===== config.mk =====
export PLATFORM = sky130hd
export DESIGN_NAME = debug_uart_rx
export DESIGN_NICKNAME = d
export VERILOG_FILES = /design/src/rtl/debug_uart_rx.sv
export SDC_FILE = /design/constraint.sdc
export NUM_CORES = 1
export LEC_CHECK = 0
export BUFFER_PORTS_ARGS = -buffer_cell sky130_fd_sc_hd__buf_2
export CORE_ASPECT_RATIO = 2
export CORE_MARGIN = 5
export CORE_UTILIZATION = 59
export DETAILED_ROUTE_END_ITERATION = 8
export HOLD_SLACK_MARGIN = 0.08
export PLACE_DENSITY = 0.78
export SYNTH_ARGS = -nofsm -noshare
export SYNTH_HDL_FRONTEND = slang
export SYNTH_SLANG_ARGS = --single-unit

===== constraint.sdc =====
create_clock -name clk -period 3.3 [get_ports clk]
set_input_delay 0.165 -clock clk [delete_from_list [all_inputs] [get_ports clk]]
set_output_delay 0.165 -clock clk [all_outputs]
set_load 0.02 [all_outputs]

===== src/rtl/debug_uart_rx.sv =====
// debug_uart_rx: 8N1 UART receiver with a small receive FIFO and sticky error flags.
// Ports:
//   clk          system clock, all logic on posedge
//   rst          synchronous active-high reset
//   uart_rxd     asynchronous serial input, idle high
//   rd_pop       1-cycle pulse, pops the FIFO head
//   err_clr      1-cycle pulse, clears framing_err and overflow
//   rx_data      FIFO head byte, 8'h00 when empty
//   rx_valid     FIFO not empty (also the interrupt request)
//   rx_full      FIFO holds FIFO_DEPTH entries
//   framing_err  sticky: a stop bit was sampled low
//   overflow     sticky: a byte arrived while the FIFO was full
module debug_uart_rx #(
    parameter int CLK_HZ     = 27_000_000,
    parameter int BIT_RATE   = 1_000_000,
    parameter int FIFO_DEPTH = 4
) (
    input  logic       clk,
    input  logic       rst,
    input  logic       uart_rxd,
    input  logic       rd_pop,
    input  logic       err_clr,
    output logic [7:0] rx_data,
    output logic       rx_valid,
    output logic       rx_full,
    output logic       framing_err,
    output logic       overflow
);
    localparam int CPB  = CLK_HZ / BIT_RATE;
    localparam int HALF = CPB / 2;
    localparam int TW   = CPB > 1 ? $clog2(CPB) : 1;
    localparam int AW   = $clog2(FIFO_DEPTH);
    localparam int CW   = AW + 1;

    typedef enum logic [2:0] {S_IDLE, S_START, S_DATA, S_STOP, S_BREAK} state_t;

    state_t          r_state, w_state_nx;
    logic            r_s1, r_rxs;
    logic [TW-1:0]   r_timer;
    logic [2:0]      r_idx;
    logic [7:0]      r_shift;
    logic [7:0]      r_mem [FIFO_DEPTH];
    logic [AW-1:0]   r_wp, r_rp;
    logic [CW-1:0]   r_cnt;
    logic            r_ferr, r_ovf;
    logic            w_tmr_clr, w_shift_en, w_push, w_ferr_set;
    logic            w_half, w_bit, w_empty, w_full, w_pop, w_wr, w_ovf_set;

    assign w_half    = r_timer == TW'(HALF - 1);
    assign w_bit     = r_timer == TW'(CPB - 1);
    assign w_empty   = r_cnt == '0;
    assign w_full    = r_cnt == CW'(FIFO_DEPTH);
    assign w_pop     = rd_pop & ~w_empty;
    // A push into a full FIFO still lands when the head leaves in the same cycle.
    assign w_wr      = w_push & (~w_full | w_pop);
    assign w_ovf_set = w_push & w_full & ~w_pop;

    assign rx_data     = w_empty ? 8'h00 : r_mem[r_rp];
    assign rx_valid    = ~w_empty;
    assign rx_full     = w_full;
    assign framing_err = r_ferr;
    assign overflow    = r_ovf;

    always_comb begin
        w_state_nx = r_state;
        w_tmr_clr  = (r_state == S_IDLE) || (r_state == S_BREAK);
        w_shift_en = 1'b0;
        w_push     = 1'b0;
        w_ferr_set = 1'b0;
        unique case (r_state)
            S_IDLE:  w_state_nx = r_rxs ? S_IDLE : S_START;
            S_START: if (w_half) begin
                w_tmr_clr  = 1'b1;
                w_state_nx = r_rxs ? S_IDLE : S_DATA;
            end
            S_DATA:  if (w_bit) begin
                w_tmr_clr  = 1'b1;
                w_shift_en = 1'b1;
                w_state_nx = r_idx == 3'd7 ? S_STOP : S_DATA;
            end
            S_STOP:  if (w_bit) begin
                w_tmr_clr  = 1'b1;
                w_push     = r_rxs;
                w_ferr_set = ~r_rxs;
                w_state_nx = r_rxs ? S_IDLE : S_BREAK;
            end
            S_BREAK: w_state_nx = r_rxs ? S_IDLE : S_BREAK;
            default: w_state_nx = S_IDLE;
        endcase
    end

    always_ff @(posedge clk) begin
        if (rst) begin
            r_s1    <= 1'b1;
            r_rxs   <= 1'b1;
            r_state <= S_IDLE;
            r_timer <= '0;
            r_idx   <= '0;
            r_shift <= '0;
        end else begin
            r_s1    <= uart_rxd;
            r_rxs   <= r_s1;
            r_state <= w_state_nx;
            r_timer <= w_tmr_clr ? '0 : r_timer + 1'b1;
            r_idx   <= r_state == S_START ? '0 : w_shift_en ? r_idx + 1'b1 : r_idx;
            // LSB arrives first, so shifting in from the top leaves bit 0 at the bottom.
            r_shift <= w_shift_en ? {r_rxs, r_shift[7:1]} : r_shift;
        end
    end

    always_ff @(posedge clk) begin
        if (rst) begin
            r_wp   <= '0;
            r_rp   <= '0;
            r_cnt  <= '0;
            r_ferr <= 1'b0;
            r_ovf  <= 1'b0;
        end else begin
            if (w_wr) begin
                r_mem[r_wp] <= r_shift;
                r_wp        <= r_wp + 1'b1;
            end
            if (w_pop)
                r_rp <= r_rp + 1'b1;
            r_cnt  <= r_cnt + CW'(w_wr) - CW'(w_pop);
            // A new error in the same cycle as err_clr wins.
            r_ferr <= w_ferr_set | (r_ferr & ~err_clr);
            r_ovf  <= w_ovf_set | (r_ovf & ~err_clr);
        end
    end
endmodule


Yosys cells after proc, flatten, opt, wreduce, memory -nomap -nowiden
Memory sizes are Yosys's and may differ from the RTL's. A register that Yosys moved wholly into a read port is not among the register bits. Cells that the tools add are included.

Register bits after elaboration: 30. RAM bits: 32. Bits of input ports: 5. Logic and storage cells: 73. Memories: 1.

Memory list: r_mem (depth 4, bits a word 8, read ports 1, clocked after Yosys merged registers in 1, wr ports 1, line 42) `logic [7:0] r_mem [FIFO_DEPTH];`.

Add/sub/neg operators: 6. Equality and inequality tests: 11. Muxes and demuxes: 23. Bitwise logic cells: 14. Reduce and logical (&&, ||, !) cells: 7.

Operator list (number): case mux 3 bit (5 select lines) (1); 2-to-1 mux 1 bit (13); 2-to-1 mux 3 bit (4); equality test 3 bit (second input constant) (3); 2-to-1 mux 8 bit (1); bitwise AND 1 bit (6); equality test 3 x 2 -> 1 bit (second input constant) (2); zero test 3 bit (2); 2-to-1 mux 2 bit (3); inequality test 2 bit (second input constant) (3); OR reduction 2 bit (3); adder 5 x 1 -> 5 bit (second input constant) (1); equality test 5 x 4 -> 1 bit (second input constant) (1); equality test 5 bit (second input constant) (1); NOT 1 bit (5); adder 2 x 1 -> 2 bit (second input constant) (2); adder 3 x 1 -> 3 bit (1); adder 3 x 1 -> 3 bit (second input constant) (1); equality test 3 x 1 -> 1 bit (second input constant) (1); OR 1 bit (3); AND reduction 3 bit (1); subtractor 3 x 1 -> 3 bit (1); case mux 1 bit (2 select lines) (1); logical OR 1 bit (1).

Logic depth before layout (Yosys ltp)
Depth after elaboration: 8. Mapped depth: 12. Depth with buffers taken out: 12.

Least setup slack after synthesis
No wires, ideal clock.

Path type: flip-flop to flip-flop. From: register r_timer[0]. To: register r_cnt[2]. Arrival time: 2.400 ns. Path slack: 0.773 ns. Cell stages (with the launch flop): 13. Buffers on the path: 0. Clock period less this slack: 2.527 ns. Path through: dfxtp_1 inv_1 ha_1 nand4b_4 nor4_2 inv_2 ha_1 inv_1 ha_1 fa_1 xnor2_1 xnor2_1 nor2_1.

Cells in the longest elaborated chain, start to end: 6.

RTL lines: start: declaration (line 39) `logic [TW-1:0] r_timer;`; start signal: assignment (line 104) `r_timer <= w_tmr_clr ? '0 : r_timer + 1'b1;`; equality test 5 bit (line 50) `assign w_bit = r_timer == TW'(CPB - 1);`; 2-to-1 mux 1 bit (line 81) `S_STOP: if (w_bit) begin`; 2-to-1 mux 1 bit (line 70) `unique case (r_state)`; bitwise AND 1 bit (line 55) `assign w_wr = w_push & (~w_full | w_pop);`; adder 3 x 1 -> 3 bit (line 125) `r_cnt <= r_cnt + CW'(w_wr) - CW'(w_pop);`; subtractor 3 x 1 -> 3 bit (line 125); end signal: assignment (line 125); end: declaration (line 44) `logic [CW-1:0] r_cnt;`.

Every way passes these cells. A chain may end at the register's enable or synchronous reset.

Worst setup path after layout
Same ends and word-level chain as after synthesis.

==> reports/summary.txt <==
STATUS
----------------------------------------------------------------------------------------
Run status                                                                  finished, final reports clean

MIN PATH
----------------------------------------------------------------------------------------
Class of the worst hold path                                                input pin to flip-flop

PWR
----------------------------------------------------------------------------------------
Cell leakage power                                                           0.001214 uW
Worst vdd ir                                                                    734.6 uV
Part of the total power dissipated in combinational logic                          15.1%
Power density cells                                                         624.1 nW/um^2
Net switching component of the power                                            507.8 uW
Part of the power in the clock network                                             37.7%
Proportion of power drawn by flip-flops and latches                                47.2%
Switching part of the total power                                                 25.89%
Internal power contribution                                                      1454 uW

CTS
----------------------------------------------------------------------------------------
Number of hold buffers added after CTS                                                 1
H-Tree Depth                                                                           3
Count of instances resized after the clock tree is built                               0
Clock buffer count from CTS                                                            9
Clock latency of the later-clocked register in the worst-skew pair                330 ps
Total setup buffers inserted after CTS                                                 0
Clock tree from TritonCTS                                                            yes
Clock transition at path regs                                                      70 ps
Sink Count                                                                            64
Clock Path Buffers                                                                     2
Root buffer cell                                                                clkbuf_8

CRITICAL PATH
----------------------------------------------------------------------------------------
Category of the worst setup path capture point                                 flip-flop
Crit path buffers/inverters                                                            3
Critical path startpoint category                                              flip-flop
Worst Path Required                                                              3510 ps
Category of the most critical setup path                                    flip-flop to flip-flop
Cell type with the highest occurrence count on the critical path                    ha_1
Crit path cell chain                                                        inv_1 -> ha_1 -> nand4b_4 -> nor4_2 -> inv_2 -> ha_1 -> inv_1 -> ha_1 -> fa_1 -> xnor2_1 -> xnor2_1 -> nor2_1
Slowest stage cell, crit path                                                     nor4_2
Gate family responsible for the most delay along the worst path              adder cells
Stage delay of the slowest cell on the critical path                              470 ps
Critical Path Fanout Max                                                              11
Signal arrival time at the worst endpoint                                        3000 ps

LAYOUT
----------------------------------------------------------------------------------------
Final core occ                                                                    68.35%
Diode count                                                                            0
Share of post-route cells with drive strength above 1                             23.11%
Number of standard cells in the final layout excluding fillers                       293
Growth of design area from synthesis to finish                                    13.41%
Final-stage net count                                                                250
Cell area after layout                                                         3143 um^2

STA
----------------------------------------------------------------------------------------
Number of setup violations in the final report                                         0
Portion of the clock cycle consumed by the worst path in the final layout         84.55%
Final-report hold violation count                                                      0
Worst-case clock skew                                                           5.343 ps
Minimum clock period                                                             2790 ps
Max Fclk                                                                      0.3584 GHz
Worst relative slew slack                                                         60.03%
Final total negative setup slack                                                    0 ps
Slew at the pin closest to its max-slew limit                                   591.2 ps
Count of pins over their slew limit                                                    0
Setup repair after global routing missed its margin                                false

LOGIC SYNTHESIS
----------------------------------------------------------------------------------------
EDFF count, synth                                                                     32
Number of storage elements in the synthesis netlist                                   64
Most area-consuming cells after synthesis                                   edfxtp_1 35%, dfxtp_1 23%, mux4_2 6.5%, ha_1 5.0%, nand2b_1 4.1%
Top post-synthesis cells by count                                           32 x dfxtp_1, 32 x edfxtp_1, 18 x nand2b_1
Cell taking the most area after synthesis                                       edfxtp_1
Post-synth net total                                                                 228
Per-instance average area after synthesis                                     13.13 um^2
Proportion of netlist area held by the largest area contributor                   34.67%
Synthesized instance count                                                           211
Synthesized cell area                                                          2771 um^2
Portion of the post-synthesis area used by sequential elements                    57.79%
Count of different cell masters after synthesis                                       43
Number of synthesis warnings                                                           0
Most used DFF post-synth                                                        edfxtp_1
Post-synthesis async set-or-reset flop share                                          0%

GLOBAL ROUTE
----------------------------------------------------------------------------------------
Wire length of the first global-routing pass                                    7.493 mm
All-layer global routing usage                                                    16.12%
Pin count of the biggest net entering global routing                                  33
Overflow left after global routing                                                     0
Vias in the first global route                                                     1,618
Number of antenna violations at the first check in global routing                      0

DETAILED ROUTING
----------------------------------------------------------------------------------------
Via count                                                                          1,623
First-pass iteration count of the detailed router                                      4
First-iteration detailed-routing DRC count                                            31
Average via count per standard cell                                                5.539
Detail-routed net length per standard cell                                      14.51 um
Routed Wire Length                                                              4.251 mm
Post-route ant nets                                                                    0
DR DRC count                                                                           0

FLOORPLAN
----------------------------------------------------------------------------------------
Vertical extent of the die                                                      106.9 um
Initial Util                                                                      60.27%
Area of the core region                                                        4598 um^2
Die outline width                                                               58.46 um
Std cell rows                                                                         35
Num ports                                                                             17
Total die area                                                                 6251 um^2

PLACEMENT
----------------------------------------------------------------------------------------
Dpl cells                                                                            276
Placed standard-cell area                                                      2903 um^2
Routability congestion estimate                                                   0.8491
I/O Buffers                                                                           16
Hpwl dp                                                                         3.091 mm

FLOW RUN
----------------------------------------------------------------------------------------
# Max-Cap Violations                                                                   0

-- tightest hold or removal path, delay by kind of cell --
family,cells,cell delay [ps]
buf+inv,1,80
simple gates,1,90
compound gates,1,50
-- power by group through the flow --
stage	clock, uW	combinational (uW)	sequential (uW)
after detailed placement	0	302	945
after global routing	795	337	937
after floorplan	0	264	896
after global placement	0	298	943
final	740	296	925
after CTS	758	305	928
-- through the flow --
stage                     hold slack (ps)  total power [uW]  setup WS [ps]
after floorplan                     268.8              1160          772.5
after global placement              350.1              1241          550.7
after detailed placement            351.6              1247          503.0
after CTS                           87.21              1991          487.9
after global routing                112.8              2068          313.0
final                               107.5              1962          509.8
-- kinds of logic (layout without fill, tap and decap cells) --
family / Yosys count / after routing / synth area share, %
buf+inv: 23 / 50 / 3.612
xor+xnor: 7 / 7 / 2.212
flops: 64 / 64 / 57.79
simple gates: 69 / 69 / 16.07
mux: 18 / 18 / 10.16
fa+ha+maj: 12 / 12 / 5.688
compound gates: 18 / 18 / 4.470
-- cell usage in the layout, fill, tap and decap left out, drive strengths merged, types with 2 or more instances in the layout --
| cell type | instances |
|---|---|
| nor2 | 7 |
| xor2 | 4 |
| inv | 12 |
| ha | 11 |
| edfxtp | 32 |
| clkinvlp | 2 |
| nand4b | 2 |
| mux4 | 8 |
| buf | 21 |
| nand4 | 3 |
| clkinv | 2 |
| dfxtp | 32 |
| nand2b | 18 |
| or4 | 2 |
| nor3 | 8 |
| nor2b | 11 |
| a32oi | 2 |
| nor3b | 5 |
| clkbuf | 10 |
| nand3 | 3 |
| o31ai | 4 |
| a21oi | 6 |
| xnor2 | 3 |
| mux2i | 9 |
| or2 | 4 |
| bufinv | 2 |
-- cell type report --
class	instances	area, um^2
flip-flops and latches	64	1602
fillers	352	1455
multi-input cells	124	1070
clock buffers	10	137.6
repair buffers	22	127.6
clock inverters	6	92.59
well taps	55	68.82
inverters	12	45.04
-- metal layers --
metal / part of all wire (%) / GRT usage [%] / wire length [um] / vias to the layer above
li1: - / - / - / 811
met1: 37 / 16.57 / 1572 / 769
met2: 57 / 28.24 / 2419 / 32
met3: 3.7 / 4.458 / 157 / 11
met4: 2.4 / 8.955 / 102 / 0
met5: 0 / 0 / 0 / -
-- registers in the layout, indices dropped and copies added, names as in the netlist, named ones only --
| signal | cells |
|---|---|
| r_idx | 3 |
| r_shift | 8 |
| r_mem | 32 |
| r_timer | 5 |
| framing_err | 1 |
| overflow | 1 |
| r_cnt | 3 |
| r_rp | 2 |
| r_rxs | 1 |
| r_s1 | 1 |
| r_state | 3 |
| r_wp | 2 |
-- worst paths after layout --
| check | startpoint | end | slack, ps | depth (start not counted) |
|---|---|---|---|---|
| max | r_timer[0]$_SDFF_PP0_ | r_cnt[2]$_SDFF_PP0_ | 510 | 12 |
| min | err_clr | framing_err$_SDFF_PP0_ | 110 | 3 |
| min reg2reg | r_s1$_SDFF_PP1_ | r_rxs$_SDFF_PP1_ | 420 | 1 |
| max reg2reg | r_timer[0]$_SDFF_PP0_ | r_cnt[2]$_SDFF_PP0_ | 510 | 12 |
No activity file was read; power rests on OpenSTA's default activity.
